==> src/rtl/dac_pkg.sv <==
// Shared FSM state encoding and default timing constants for the DAC7611
// request scheduler.
package dac_pkg;

    localparam int DEF_DATA_W  = 12;
    localparam int DEF_HOLDOFF = 50;
    localparam int DEF_CLR_CYC = 4;
    localparam int DEF_BUSY_TO = 8;

    typedef enum logic [2:0] {
        ST_IDLE,
        ST_WAIT_BUSY,
        ST_WAIT_DONE,
        ST_HOLDOFF,
        ST_CLEAR
    } state_t;

    // Counter width for a count of n cycles (0 .. n-1), never narrower than 1 bit.
    function automatic int cnt_w(input int n);
        return (n > 1) ? $clog2(n) : 1;
    endfunction

endpackage

==> src/rtl/dac_scheduler.sv <==
// Two-requester round-robin scheduler in front of a DAC7611 serializer:
// grants samples, issues clear pulses, and enforces an idle holdoff between transactions.
module dac_scheduler
    import dac_pkg::*;
#(
    parameter int DATA_W  = DEF_DATA_W,
    parameter int HOLDOFF = DEF_HOLDOFF,
    parameter int CLR_CYC = DEF_CLR_CYC,
    parameter int BUSY_TO = DEF_BUSY_TO
) (
    input  logic              clk_50M,
    input  logic              rst,
    input  logic              req0,
    input  logic              req1,
    input  logic [DATA_W-1:0] data0,
    input  logic [DATA_W-1:0] data1,
    output logic              ack0,
    output logic              ack1,
    input  logic              clr_req,
    output logic              clr_ack,
    output logic              dac_start,
    output logic [DATA_W-1:0] dac_data,
    output logic              dac_clr,
    input  logic              dac_busy,
    output logic              owner,
    output logic              err
);

    localparam int BUSY_W = cnt_w(BUSY_TO);
    localparam int HOLD_W = cnt_w(HOLDOFF);
    localparam int CLR_W  = cnt_w(CLR_CYC);

    localparam logic [BUSY_W-1:0] BUSY_LAST = BUSY_W'(BUSY_TO - 1);
    localparam logic [HOLD_W-1:0] HOLD_LAST = HOLD_W'(HOLDOFF - 1);
    localparam logic [CLR_W-1:0]  CLR_LAST  = CLR_W'(CLR_CYC - 1);

    state_t              state_reg, state_next;
    logic                ack0_reg, ack0_next;
    logic                ack1_reg, ack1_next;
    logic                clr_ack_reg, clr_ack_next;
    logic                start_reg, start_next;
    logic                dac_clr_reg, dac_clr_next;
    logic [DATA_W-1:0]   data_reg, data_next;
    logic                owner_reg, owner_next;
    logic                err_reg, err_next;
    logic [BUSY_W-1:0]   busy_cnt_reg, busy_cnt_next;
    logic [HOLD_W-1:0]   hold_cnt_reg, hold_cnt_next;
    logic [CLR_W-1:0]    clr_cnt_reg, clr_cnt_next;
    logic                grant;

    // On a tie the requester that was not served last wins; otherwise whoever asks.
    assign grant = (req0 && req1) ? ~owner_reg : req1;

    always_ff @(posedge clk_50M) begin
        if (rst) begin
            state_reg    <= ST_IDLE;
            ack0_reg     <= 1'b0;
            ack1_reg     <= 1'b0;
            clr_ack_reg  <= 1'b0;
            start_reg    <= 1'b0;
            dac_clr_reg  <= 1'b0;
            data_reg     <= '0;
            owner_reg    <= 1'b1;
            err_reg      <= 1'b0;
            busy_cnt_reg <= '0;
            hold_cnt_reg <= '0;
            clr_cnt_reg  <= '0;
        end else begin
            state_reg    <= state_next;
            ack0_reg     <= ack0_next;
            ack1_reg     <= ack1_next;
            clr_ack_reg  <= clr_ack_next;
            start_reg    <= start_next;
            dac_clr_reg  <= dac_clr_next;
            data_reg     <= data_next;
            owner_reg    <= owner_next;
            err_reg      <= err_next;
            busy_cnt_reg <= busy_cnt_next;
            hold_cnt_reg <= hold_cnt_next;
            clr_cnt_reg  <= clr_cnt_next;
        end
    end

    always_comb begin
        state_next    = state_reg;
        ack0_next     = 1'b0;
        ack1_next     = 1'b0;
        clr_ack_next  = 1'b0;
        start_next    = 1'b0;
        dac_clr_next  = dac_clr_reg;
        data_next     = data_reg;
        owner_next    = owner_reg;
        err_next      = err_reg;
        busy_cnt_next = busy_cnt_reg;
        hold_cnt_next = hold_cnt_reg;
        clr_cnt_next  = clr_cnt_reg;

        case (state_reg)
            ST_IDLE: begin
                if (clr_req) begin
                    state_next   = ST_CLEAR;
                    dac_clr_next = 1'b1;
                    clr_cnt_next = '0;
                end else if (req0 || req1) begin
                    state_next    = ST_WAIT_BUSY;
                    start_next    = 1'b1;
                    ack0_next     = ~grant;
                    ack1_next     = grant;
                    owner_next    = grant;
                    data_next     = grant ? data1 : data0;
                    busy_cnt_next = '0;
                end
            end

            ST_WAIT_BUSY: begin
                if (dac_busy) begin
                    state_next = ST_WAIT_DONE;
                end else if (busy_cnt_reg == BUSY_LAST) begin
                    err_next      = 1'b1;
                    state_next    = ST_HOLDOFF;
                    hold_cnt_next = '0;
                end else begin
                    busy_cnt_next = busy_cnt_reg + BUSY_W'(1);
                end
            end

            ST_WAIT_DONE: begin
                if (!dac_busy) begin
                    state_next    = ST_HOLDOFF;
                    hold_cnt_next = '0;
                end
            end

            ST_HOLDOFF: begin
                if (hold_cnt_reg == HOLD_LAST) begin
                    state_next = ST_IDLE;
                end else begin
                    hold_cnt_next = hold_cnt_reg + HOLD_W'(1);
                end
            end

            ST_CLEAR: begin
                // dac_clr drops and clr_ack pulses on the same edge that starts the holdoff.
                if (clr_cnt_reg == CLR_LAST) begin
                    dac_clr_next  = 1'b0;
                    clr_ack_next  = 1'b1;
                    state_next    = ST_HOLDOFF;
                    hold_cnt_next = '0;
                end else begin
                    clr_cnt_next = clr_cnt_reg + CLR_W'(1);
                end
            end

            default: begin
                state_next = ST_IDLE;
            end
        endcase
    end

    assign ack0      = ack0_reg;
    assign ack1      = ack1_reg;
    assign clr_ack   = clr_ack_reg;
    assign dac_start = start_reg;
    assign dac_clr   = dac_clr_reg;
    assign dac_data  = data_reg;
    assign owner     = owner_reg;
    assign err       = err_reg;

endmodule

==> config.mk <==
export PLATFORM = sky130hd
export DESIGN_NAME = dac_scheduler
export DESIGN_NICKNAME = d
export VERILOG_FILES = /design/src/rtl/dac_pkg.sv /design/src/rtl/dac_scheduler.sv
export SDC_FILE = /design/constraint.sdc
export NUM_CORES = 1
export LEC_CHECK = 0
export ABC_AREA = 1
export BUFFER_PORTS_ARGS = -buffer_cell sky130_fd_sc_hd__buf_4
export CORE_AREA = 2 2 80 82
export DETAILED_ROUTE_END_ITERATION = 8
export DIE_AREA = 0 0 82 84
export SETUP_SLACK_MARGIN = 0.05
export SLEW_MARGIN = 20
export SYNTH_ARGS = -nofsm -noshare
export SYNTH_HDL_FRONTEND = slang
export SYNTH_SLANG_ARGS = --single-unit
==> constraint.sdc <==
create_clock -name clk_50M -period 3.9 [get_ports clk_50M]
set_input_delay 0.78 -clock clk_50M [delete_from_list [all_inputs] [get_ports clk_50M]]
set_output_delay 0.78 -clock clk_50M [all_outputs]
set_load 0.02 [all_outputs]
* Word-level counts from Yosys, hierarchy flattened *
Cells that the tools add are included.

storage, ports and cells
  input port bits = 30
  register bits = 33
  word-level logic and storage cells = 87
  output and inout port bits = 19

operators by class
  reduce and logical (&&, ||, !) cells = 16
  bitwise gates (word level) = 7
  muxes and demuxes = 29
  add/subtract/negate cells = 3
  equality and inequality tests = 20

operator list
  operator             count
  $mux 3               11
  $mux 6               5
  $pmux 6 s4           1
  $ne 2x2->1 const B   11
  $pmux 3 s5           1
  $mux 12              1
  $reduce_and 3->1     4
  $reduce_and 5->1     2
  $not 1->1            7
  $add 6x1->6 const B  1
  $eq 3x2->1 const B   2
  $eq 3x3->1 const B   2
  $eq 6x6->1 const B   1
  $ne 3x3->1 const B   2
  $pmux 3 s2           1
  $reduce_and 6->1     1
  $mux 1               5
  $mux 2               2
  $pmux 2 s2           1
  $reduce_bool 2->1    2
  $reduce_bool 4->1    1
  $reduce_or 4->1      1
  $add 3x1->3 const B  1
  $eq 3x1->1 const B   1
  other kinds (8)      8

* Longest topological paths before layout *
Gate-level depths: netlist (run 1).

  depth after elaboration = 4
  gate-level depth with buffers = 10
  mapped depth without buffers = 10

* Least setup slack after synthesis (run 1) *
No wires, ideal clock.

  path kind = input to register
  start point = input dac_busy
  end point = register state_reg[1]
  cell stages on the path = 5
  library setup time = 115 ps
  path slack = 2273 ps
  arrival = 1512 ps
  path buffers = 0
  required time = 3785 ps
  cells stage by stage = or2_2 > nor2_4 > nor2_1 > a21oi_1 > nor2_1

between the ends
  cells in the longest elaborated chain, start to end = 2
  elaborated cells between the ends (all ways) = 5
  classes of those cells = eq/ne (2); mux (2); reduce/logical (1)

ends and longest elaborated chain
  item                                                             line                 text
  from (decl)                                                      dac_scheduler.sv:24  input logic dac_busy,
  $ne 3x3->1 (no source line), or another cell as far along        n/a
  $reduce_and 5->1 (no source line) or $pmux 3 s5 (tied branches)  n/a
  to (signal assigned)                                             dac_scheduler.sv:69  state_reg <= state_next;
  to (decl)                                                        dac_scheduler.sv:37  state_t state_reg, state_next;

Several ways; a longest one is shown, not always the timed one.
A chain may end at the register's enable or synchronous reset.

* Worst setup path in the final report (run 1) *
  start point = input clr_req
  end point = register data_reg[1] (netlist: dac_data[1])

between the ends
  cells in the longest elaborated chain, start to end = 2

ends and longest elaborated chain
  item                               line                 text
  from (decl)                        dac_scheduler.sv:19  input logic clr_req,
  $not 1->1 (no source line)         n/a
  $reduce_and 3->1 (no source line)  n/a
  to (signal assigned)               dac_scheduler.sv:75  data_reg <= data_next;
  to (decl)                          dac_scheduler.sv:43  logic [DATA_W-1:0] data_reg, data_next;

Every way passes these cells.

==> results of run 1 <==
[how the worst min path moves through the flow]
stage / startpoint / endpoint / slack [ns] / depth (start not counted)
3_3_place_gp: err / err / 0.44 / 2
4_1_cts: err / err / 0.45 / 2
5_1_grt: busy_cnt_reg[0] / busy_cnt_reg[0] / 0.50 / 1
6_report: err / err / 0.45 / 2
2_1_floorplan: busy_cnt_reg[0] / busy_cnt_reg[0] / 0.43 / 1
3_5_place_dp: err / err / 0.44 / 2
[kinds of logic (layout without fill, tap and decap cells)]
group,Yosys count,after routing
and+or+nand+nor,119,119
adders and majority gates,5,5
AOI/OAI and AO/OA,40,40
buffers and inverters,32,82
DFF,33,33
[cell type report]
type	count	area, µm²
fill	683	3950
multi-input combinational	164	847
sequential	33	661
timing repair buffer	48	360
inverter	26	98.8
tap	77	96.3
clock buffer	6	72.6
clock inverter	2	10.0
[cell usage in the layout (no fill, tap or decap)]
cell type,instances
a221oi_1,1
or2_2,1
o21ai_0,7
nor2_4,5
nand3_2,3
nand3_1,19
dfxtp_1,33
a31oi_1,9
a21oi_1,11
clkbuf_8,5
clkbuf_1,1
buf_4,48
nand2_2,4
o21bai_1,1
nand4_1,1
inv_2,4
clkinv_1,1
nor2_1,23
a21oi_2,2
nor2_2,3
ha_1,5
nor3_1,4
or2_0,1
nand2_1,55
inv_1,20
o31ai_1,1
clkinv_2,3
o21ai_1,8
[layer usage]
metal | vias up | wire length [µm] | global-route usage (%) | share of wire, %
li1 | 843 | - | - | -
met1 | 665 | 1660 | 14.4 | 45
met2 | 40 | 1680 | 17.7 | 46
met3 | 6 | 279 | 4.76 | 7.6
met4 | 0 | 56 | 4.09 | 1.5
met5 | - | 0 | 0 | 0
[cells in the mapped netlist (2+ instances only)]
master    instances  share of area (%)
buf_2             2               0.61
nor2_4            5                3.4
nand2_1          55                 13
nor2_1           23                5.3
nand3_1          19                5.8
nor2_2            3                1.1
ha_1              5                3.8
nand3_2           3                1.8
a21oi_2           2                1.1
inv_1            20                4.6
a31oi_1           9                3.4
inv_2             4               0.91
clkbuf_1          2               0.46
nand2_2           4                1.5
dfxtp_1          33                 40
a21oi_1          11                3.4
nor3_1            4                1.2
o21ai_0           7                2.1
o21ai_1           8                2.4
[through the flow]
step / setup slack, ns / util [%]
final: 2.15 / 35.2
after global routing: 1.99 / 35.2
after CTS: 2.14 / 35.2
after detailed placement: 1.84 / 33.8
after global placement: 1.89 / 33.8
after floorplan: 2.27 / -
[power by group through the flow]
stage | registers [µW] | logic, µW | clock network [µW]
finish | 478 | 475 | 245
CTS | 479 | 482 | 254
floorplan | 518 | 310 | 0
global placement | 486 | 476 | 0
global route | 490 | 542 | 264
detailed placement | 485 | 481 | 0
[worst max-delay path, stage by stage]
cell	delay (ns)
buf_4	0.11
inv_1	0.08
nand3_2	0.12
nor2_4	0.40
nand2_2	0.12
inv_2	0.07
nand2_1	0.07
inv_2	0.10
nand2_1	0.05
nand3_1	0.06
==> flow_summary_export.csv, run 1 <==
group,metric,value,unit
status,status,"finished clean",
finish,num_antenna_cells,0,
finish,drive_above_1_share,28.0,%
yosys,yosys_warnings,0,
grt,grt_util_all_layers,11.6,%
finish,fin_area,2150,µm²
worst_setup_path,r2r_cells,9,
cts,clockBufferDepth,2,
placed_design,detailed_place.area,2060,µm²
finish,largest_reg_flops,12,
grt,grt.overflow.total,0,
worst_setup_path,crit_required,4.13,ns
floorplanning,initial_core_util,26.9,%
timing,whs,0.451,ns
placed_design,io_buffers,48,
worst_setup_path,r2r_end,"dac_data[1]",
worst_hold_path,holdCritPathClass,"register to register",
drt,first_iter_violations,93,
timing,rsz0062_at_grt,"false",
cts,path_clk_slew,0.07,ns
yosys,syn-num-nets,264,
drt,first_pass_iters,4,
floorplanning,die_h,84,µm
yosys,synthMuxAreaShare,0,%
placed_design,gp_congestion,0.798,
timing,hold_violations,0,
yosys,syn_avg_cell_area,7.17,µm²
timing,min_period_over_period,44.8,%
drt,wl,3670,µm
yosys,synth_area,1640,µm²
cts,post_cts_buffers,0,
placed_design,dpl.hpwl,2820,µm
floorplanning,core-area,6100,µm²
timing,worst_pin_slew,0.586,ns
finish,fin_nets,313,
grt,grt_pass1_vias,1486,
yosys,synth_ff_type,"dfxtp_1",
drt,ant_nets,0,
cts,clkSinkCount,33,
floorplanning,io_pins,49,
yosys,synthArstFlopShare,0,%
pwr,p_sw,473,µW
yosys,ys_seq_area_share,40.2,%
pwr,power,1200,µW
pwr,p_seq_share,39.9,%
yosys,synthCells,229,
drt,drc,0,
worst_setup_path,cp.arrival,1.97,ns
finish,area_growth,30.6,%
worst_setup_path,r2r-start,"state_reg[1]",
run,cap_violations,0,
worst_setup_path,criticalPathCategory,"primary input to register",
worst_setup_path,cp-start-kind,"primary input",
timing,fin_setup_tns,0,ns
timing,min_period,1.75,ns
worst_setup_path,reg2reg_slack,2.28,ns
yosys,synthAdderAreaFrac,3.81,%
placed_design,dp_cells,348,
cts,cts_resized,0,
pwr,ir_drop,206,µV
pwr,intPower,725,µW
drt,vias,1554,
cts,ctsHoldBuffers,0,
floorplanning,die_area,6890,µm²
pwr,clkPwrFrac,20.5,%
drt,viasPerCell,4.37,
worst_setup_path,crit_path_end,"dac_data[1]",
worst_setup_path,cp_max_fo,21,
finish,final_cells,356,
pwr,power_density,558,nW/µm²
grt,grt_pass1_wl,6350,µm
timing,max_freq,0.573,GHz
yosys,synth_simple_gate_area_share,33.9,%
timing,fin_skew,0.00463,ns
cts,root_buffer,"clkbuf_8",
drt,wl_per_cell,10.3,µm
yosys,synth-seq-cells,33,
grt,grt_max_degree,22,
floorplanning,std_cell_rows,29,
timing,maxSlewViolCount,0,
pwr,combPwrFrac,39.6,%
timing,slew_headroom,60.9,%
yosys,synth_compound_area_share,13.9,%
yosys,synthXorXnorAreaFrac,0,%
yosys,synth-edff-count,0,
grt,antenna_found_initial,0,
pwr,power_leakage,0.000988,µW
worst_setup_path,crit_start,"clr_req",
floorplanning,die_width,82,µm
worst_setup_path,worstSetupEndpointType,"register",
yosys,synthDistinctLibCells,29,
yosys,synth_top_family_by_area,"simple AND/OR/NAND/NOR gates",
pwr,swShare,39.5,%
cts,clk_latency,0.28,ns
cts,htree_levels,2,
cts,tritoncts,"built",
cts,cts_buffers,5,
timing,setup_viol,0,
No activity file was read; power rests on OpenSTA's default activity.
==> run 2: changes to the inputs <==
--- a/config.mk
+++ b/config.mk
@@ -5,7 +5,7 @@
 export SDC_FILE = /design/constraint.sdc
 export NUM_CORES = 1
 export LEC_CHECK = 0
-export ABC_AREA = 1
+export ABC_AREA = 0
 export BUFFER_PORTS_ARGS = -buffer_cell sky130_fd_sc_hd__buf_4
 export CORE_AREA = 2 2 80 82
 export DETAILED_ROUTE_END_ITERATION = 8
==> constraint.sdc (replaced) <==
create_clock -name clk_50M -period 1.57 [get_ports clk_50M]
set_input_delay 0.314 -clock clk_50M [delete_from_list [all_inputs] [get_ports clk_50M]]
set_output_delay 0.314 -clock clk_50M [all_outputs]
set_load 0.02 [all_outputs]
==> run 2 against run 1 <==
The flow now finishes with violations (setup timing). Final cell count decreased by 9.6%. Flip-flop and latch count is the same. First-iteration DRC count fell by 3.2%. Die area unchanged. Via count shrank 2.4%. Largest power group unchanged. Highest routed layer unchanged.
==> flow_summary_export.csv, run 2 <==
group,metric,value,unit
status,status,"finished, violations left",
status,violations,"setup timing",
worst_setup_path,worst_path_largest_cell_delay,0.36,ns
worst_setup_path,cp-start-kind,"register",
yosys,synth_top_area_share,40.8,%
placed_design,io_buffers,48,
yosys,ys_seq_area_share,40.8,%
timing,max_freq,0.601,GHz
yosys,synthArstFlopShare,0,%
finish,fin_area,2400,µm²
yosys,yosys_warnings,0,
cts,clkSinkCount,33,
pwr,combPwrFrac,35.7,%
yosys,synthAdderAreaFrac,3.86,%
floorplanning,die_width,82,µm
worst_hold_path,holdCritStartpoint,"data0[1]",
worst_setup_path,cp_max_fo,4,
pwr,clkPwrFrac,24.9,%
timing,rsz0062_at_grt,"true",
cts,tritoncts,"built",
yosys,syn-num-nets,208,
timing,setup_viol,3,
finish,final_common_cell,"buf_4",
pwr,intPower,1770,µW
worst_setup_path,reg2reg_slack,-0.09,ns
grt,grt.overflow.total,0,
floorplanning,core-area,6100,µm²
pwr,power_density,1090,nW/µm²
worst_setup_path,worstSetupEndpointType,"register",
floorplanning,initial_core_util,26.6,%
worst_setup_path,crit_required,1.75,ns
timing,whs,0.381,ns
finish,fin_nets,280,
grt,grt_max_degree,34,
timing,fin_skew,0.00583,ns
cts,root_buffer,"clkbuf_8",
worst_setup_path,slowest_stage,"nor3_2",
drt,ant_nets,0,
finish,area_growth,48.3,%
timing,maxSlewViolCount,0,
yosys,synthXorXnorAreaFrac,0,%
timing,min_period_over_period,106,%
finish,largest_reg_flops,12,
grt,grt_util_all_layers,12.3,%
cts,clockBufferDepth,2,
pwr,swShare,32.4,%
finish,num_antenna_cells,0,
yosys,synthCells,173,
placed_design,gp_congestion,0.739,
timing,min_period,1.66,ns
worst_setup_path,r2r-start,"busy_cnt_reg[0]",
worst_hold_path,hold_depth,3,
drt,first_iter_violations,90,
timing,worst_pin_slew,0.399,ns
timing,hold_violations,0,
finish,nFillCells,633,
pwr,power,2610,µW
worst_setup_path,cp_common_cell,"ha_4",
cts,clk_latency,0.28,ns
pwr,p_sw,847,µW
drt,viasPerCell,4.71,
finish,layout_common_cells,"buf_4, dfxtp_1, nor2_1",
cts,htree_levels,2,
timing,slew_headroom,73.4,%
yosys,synth_simple_gate_area_share,22.0,%
yosys,synth_top_family_by_area,"simple AND/OR/NAND/NOR gates",
yosys,synth.area.top_cells,"dfxtp_1, mux2i_1, nor2_1",
yosys,syn_avg_cell_area,9.36,µm²
yosys,synth-seq-cells,33,
run,cap_violations,0,
placed_design,dpl.hpwl,2720,µm
worst_hold_path,holdCritPathClass,"primary input to register",
floorplanning,io_pins,49,
drt,drc,0,
floorplanning,die_area,6890,µm²
yosys,synth_compound_area_share,19.9,%
worst_setup_path,crit_chain,"ha_4 -> ha_4 -> and3b_1 -> o32ai_2 -> nor3_2 -> mux2_4",
grt,grt_pass1_wl,6680,µm
worst_setup_path,crit_path_end,"hold_cnt_reg[1]",
yosys,synth_area_leader_cell,"dfxtp_1",
worst_setup_path,crit_start,"busy_cnt_reg[0]",
floorplanning,std_cell_rows,29,
drt,wl_per_cell,12.0,µm
pwr,power_leakage,0.000995,µW
cts,cts_buffers,5,
yosys,synthTopCellsByCount,"dfxtp_1, nor2_1, mux2i_1",
grt,grt_pass1_vias,1508,
finish,drive_above_1_share,42.4,%
yosys,synth-edff-count,0,
worst_setup_path,cp.arrival,1.84,ns
worst_setup_path,criticalPathCategory,"register to register",
timing,worst_slack,-0.0931,ns
yosys,synth_ff_type,"dfxtp_1",
yosys,synthDistinctLibCells,47,
grt,antenna_found_initial,0,
drt,vias,1517,
drt,first_pass_iters,4,
worst_setup_path,r2r_end,"hold_cnt_reg[1]",
yosys,yosysMostFrequentCell,"dfxtp_1",
yosys,synth_area,1620,µm²
placed_design,detailed_place.area,2220,µm²
pwr,ir_drop,451,µV
yosys,synthMuxAreaShare,8.81,%
drt,wl,3880,µm
pwr,p_seq_share,39.4,%
cts,path_clk_slew,0.07,ns
floorplanning,die_h,84,µm
worst_setup_path,r2r_cells,6,
[run 2: cell types whose count changed after synthesis, sizes merged, moves of 3 or more]
cell / delta
inv: -21
o21ai: -11
a21oi: -6
nand3: -15
nand2: -48
nor2: -3
a31oi: -8
a211oi: +12
buf: +3
mux2i: +12
[run 2: how the worst min path moves through the flow]
| stage | endpoint |
|---|---|
| finish | dac_data[1] |
| global route | dac_data[1] |
| CTS | dac_data[1] |
| detailed placement | err |
| global placement | err |
| floorplan | clr_ack |
[run 2: per-layer routing]
| layer | vias to the layer above | track usage [%] | wire (µm) |
|---|---|---|---|
| met5 | - | 0 | 0 |
| met4 | 0 | 3.94 | 51 |
| met3 | 5 | 5.19 | 326 |
| met2 | 56 | 17.7 | 1670 |
| met1 | 682 | 16.4 | 1830 |
| li1 | 774 | - | - |
[run 2: power groups by stage]
stage	Combinational (µW)	Clock (µW)	Sequential [µW]
final	932	651	1030
after global routing	1020	708	1050
after CTS	864	666	1030
after floorplan	460	0	1100
after detailed placement	845	0	1040
after global placement	838	0	1040
[run 2: cell families (layout without fill, tap and decap cells)]
family	Yosys count	after routing
flip-flops	33	33
multiplexers	14	14
adder cells (fa/ha/maj)	5	5
AND/OR/NAND/NOR	68	68
buffers and inverters	12	84
AO/OA/AOI/OAI	41	41
[run 2: cell type report]
class | count | area, µm² | share of cell area (%)
Tap cell | 77 | 96.3 | 4.01
Clock buffer | 7 | 86.3 | 3.60
Timing Repair Buffer | 74 | 589 | 24.5
Multi-Input combinational cell | 128 | 952 | 39.7
Sequential cell | 33 | 666 | 27.7
Inverter | 3 | 11.3 | 0.469
[run 2: metrics by stage]
step / utilization, % / worst slack (ns) / instances / setup TNS, ns
6_report: 39.4 / -0.0931 / 322 / -0.203
5_1_grt: 39.4 / -0.136 / 322 / -0.497
4_1_cts: 38.0 / -0.0533 / 318 / -0.0533
3_5_place_dp: 36.4 / -0.0769 / 310 / -0.0819
3_3_place_gp: 36.4 / -0.0544 / 310 / -0.0544
2_1_floorplan: - / -0.0560 / 173 / -0.0560
[run 2: critical path, delay by kind of cell, from the launching register on]
kind                       cells  cell delay, ns
and+or+nand+nor                2            0.52
DFF                            1            0.35
muxes                          1            0.33
adders and majority gates      2            0.26
AOI/OAI and AO/OA              1            0.10
[run 2: timing repair]
action / 4_1_cts / 5_1_grt
hold endpoints to repair: 0 / 0
pin swaps: 2 / 11
endpoints found under the setup margin: 5 / 22
hold buffers: 0 / 0
gates resized for setup: 2 / 9
buffers inserted: 1 / 5
cloned: 0 / 1
==> run 3: changes to the inputs <==
--- a/config.mk
+++ b/config.mk
@@ -10,6 +10,8 @@
 export CORE_AREA = 2 2 80 82
 export DETAILED_ROUTE_END_ITERATION = 8
 export DIE_AREA = 0 0 82 84
+export HOLD_SLACK_MARGIN = 0.08
+export RECOVER_POWER = 25
 export SETUP_SLACK_MARGIN = 0.05
 export SLEW_MARGIN = 20
 export SYNTH_ARGS = -nofsm -noshare
==> run 3 against run 2 <==
The run still ends with setup timing left. Maximum frequency is essentially flat. Register-to-register slack is essentially flat. Sequential share of layout area grew 0.49 points. Count of clock-buffer cells in the layout is the same. Global-route usage is the same. Via count grew 0.40%. Critical endpoint unchanged. Largest cell class unchanged.
==> flow_summary_export.csv, run 3 (same netlist as run 2, synthesis figures left out) <==
group,metric,value,unit
drt,wl_per_cell,12.1,µm
worst_setup_path,r2r_end,"hold_cnt_reg[1]",
timing,min_period_over_period,106,%
timing,min_period,1.66,ns
worst_hold_path,hold_depth,3,
pwr,power_leakage,0.000950,µW
timing,slew_headroom,73.4,%
timing,maxSlewViolCount,0,
floorplanning,core-area,6100,µm²
placed_design,detailed_place.area,2220,µm²
pwr,power,2580,µW
floorplanning,std_cell_rows,29,
worst_setup_path,crit_required,1.75,ns
timing,hold_violations,0,
drt,first_iter_violations,118,
finish,nFillCells,634,
run,cap_violations,0,
cts,clk_latency,0.29,ns
finish,area_growth,45.7,%
worst_setup_path,r2r_cells,6,
grt,grt_pass1_vias,1508,
drt,vias,1523,
drt,first_pass_iters,4,
worst_setup_path,criticalPathCategory,"register to register",
worst_setup_path,cp_max_fo,4,
worst_hold_path,hold_end,"dac_data[1]",
drt,wl,3890,µm
drt,viasPerCell,4.73,
floorplanning,io_pins,49,
placed_design,dp_cells,310,
floorplanning,die_area,6890,µm²
grt,grt_util_all_layers,12.3,%
pwr,ir_drop,449,µV
placed_design,dpl.hpwl,2720,µm
status,violations,"setup timing",
cts,path_clk_slew,0.07,ns
cts,cts_buffers,5,
timing,max_freq,0.601,GHz
pwr,power_density,1090,nW/µm²
cts,htree_levels,2,
grt,grt_pass1_wl,6680,µm
cts,clkSinkCount,33,
finish,final_cells,322,
timing,rsz0062_at_grt,"true",
grt,grt_max_degree,34,
grt,antenna_found_initial,0,
finish,final_common_cell,"buf_4",
timing,worst_pin_slew,0.398,ns
finish,largest_reg_flops,12,
cts,clockBufferDepth,2,
worst_setup_path,r2r-start,"busy_cnt_reg[0]",
cts,tritoncts,"built",
timing,fin_skew,0.00555,ns
worst_setup_path,cp.arrival,1.84,ns
drt,ant_nets,0,
worst_setup_path,worstSetupEndpointType,"register",
status,status,"finished, violations left",
finish,fin_area,2360,µm²
drt,drc,0,
worst_hold_path,holdCritStartpoint,"data0[1]",
timing,worst_slack,-0.0934,ns
cts,root_buffer,"clkbuf_8",
grt,grt.overflow.total,0,
timing,setup_viol,3,
floorplanning,initial_core_util,26.6,%
placed_design,gp_congestion,0.739,
worst_setup_path,reg2reg_slack,-0.09,ns
finish,num_antenna_cells,0,
timing,whs,0.381,ns
finish,fin_nets,280,
finish,drive_above_1_share,38.0,%
floorplanning,die_width,82,µm
placed_design,io_buffers,48,
finish,utilization,38.7,%
worst_setup_path,cp-start-kind,"register",
worst_hold_path,holdCritPathClass,"primary input to register",
finish,layout_common_cells,"buf_4, dfxtp_1, nor2_1",
floorplanning,die_h,84,µm
[run 3: cell count changes in the layout (fill, tap and decap cells not counted)]
cell | before | now
clkbuf_1 | 1 | 12
buf_4 | 71 | 60
[run 3: per-stage QoR]
step	TNS [ns]	setup slack [ns]
after floorplan	-0.0560	-0.0560
after global placement	-0.0544	-0.0544
after detailed placement	-0.0819	-0.0769
after CTS	-0.0533	-0.0533
after global routing	-0.497	-0.136
final	-0.204	-0.0934
[run 3: report_power, final]
group | switching [µW] | internal (µW) | leakage [µW]
Clock | 304 | 348 | 0.0000443
Sequential | 88.6 | 941 | 0.000271
Combinational | 455 | 448 | 0.000634
Total | 847 | 1740 | 0.000950
[run 3: worst max path at each step]
stage               cells after the start         endpoint            start
finish                                  6  hold_cnt_reg[1]  busy_cnt_reg[0]
detailed placement                      6  hold_cnt_reg[1]  busy_cnt_reg[1]
floorplan                               6  hold_cnt_reg[1]  busy_cnt_reg[1]
global route                            6  hold_cnt_reg[1]  busy_cnt_reg[0]
CTS                                     6  hold_cnt_reg[1]  busy_cnt_reg[1]
global placement                        6  hold_cnt_reg[1]  busy_cnt_reg[1]
[run 3: routing by layer]
layer / routed length (µm) / share of wire, % / vias to the layer above / global-route usage (%)
met5: 0 / 0 / - / 0
met4: 51 / 1.3 / 0 / 3.94
met3: 314 / 8.1 / 5 / 5.19
met2: 1690 / 43 / 53 / 17.7
met1: 1840 / 47 / 691 / 16.4
li1: - / - / 774 / -
[run 3: repair_timing]
| item | in CTS | in global routing |
|---|---|---|
| endpoints found under the hold margin | 0 | 0 |
| setup endpoints to repair | 5 | 22 |
| pin swaps | 2 | 11 |
| setup buffers | 1 | 5 |
| gates resized for setup | 2 | 9 |
| hold buffers | 0 | 0 |
| gates cloned | 0 | 1 |
[run 3: area by class of cell]
cell class | instances | area [µm²] | area share (%)
multi-input cells | 128 | 952 | 40.3
flip-flops and latches | 33 | 666 | 28.2
repair buffers | 74 | 548 | 23.2
well taps | 77 | 96.3 | 4.08
clock buffers | 7 | 86.3 | 3.66
inverters | 3 | 11.3 | 0.477
[run 3: worst max-delay path, stage by stage (launching register included)]
cell and delay (ns):
dfxtp_2 0.35, ha_4 0.14, ha_4 0.12, and3b_1 0.16, o32ai_2 0.10, nor3_2 0.36, mux2_4 0.33
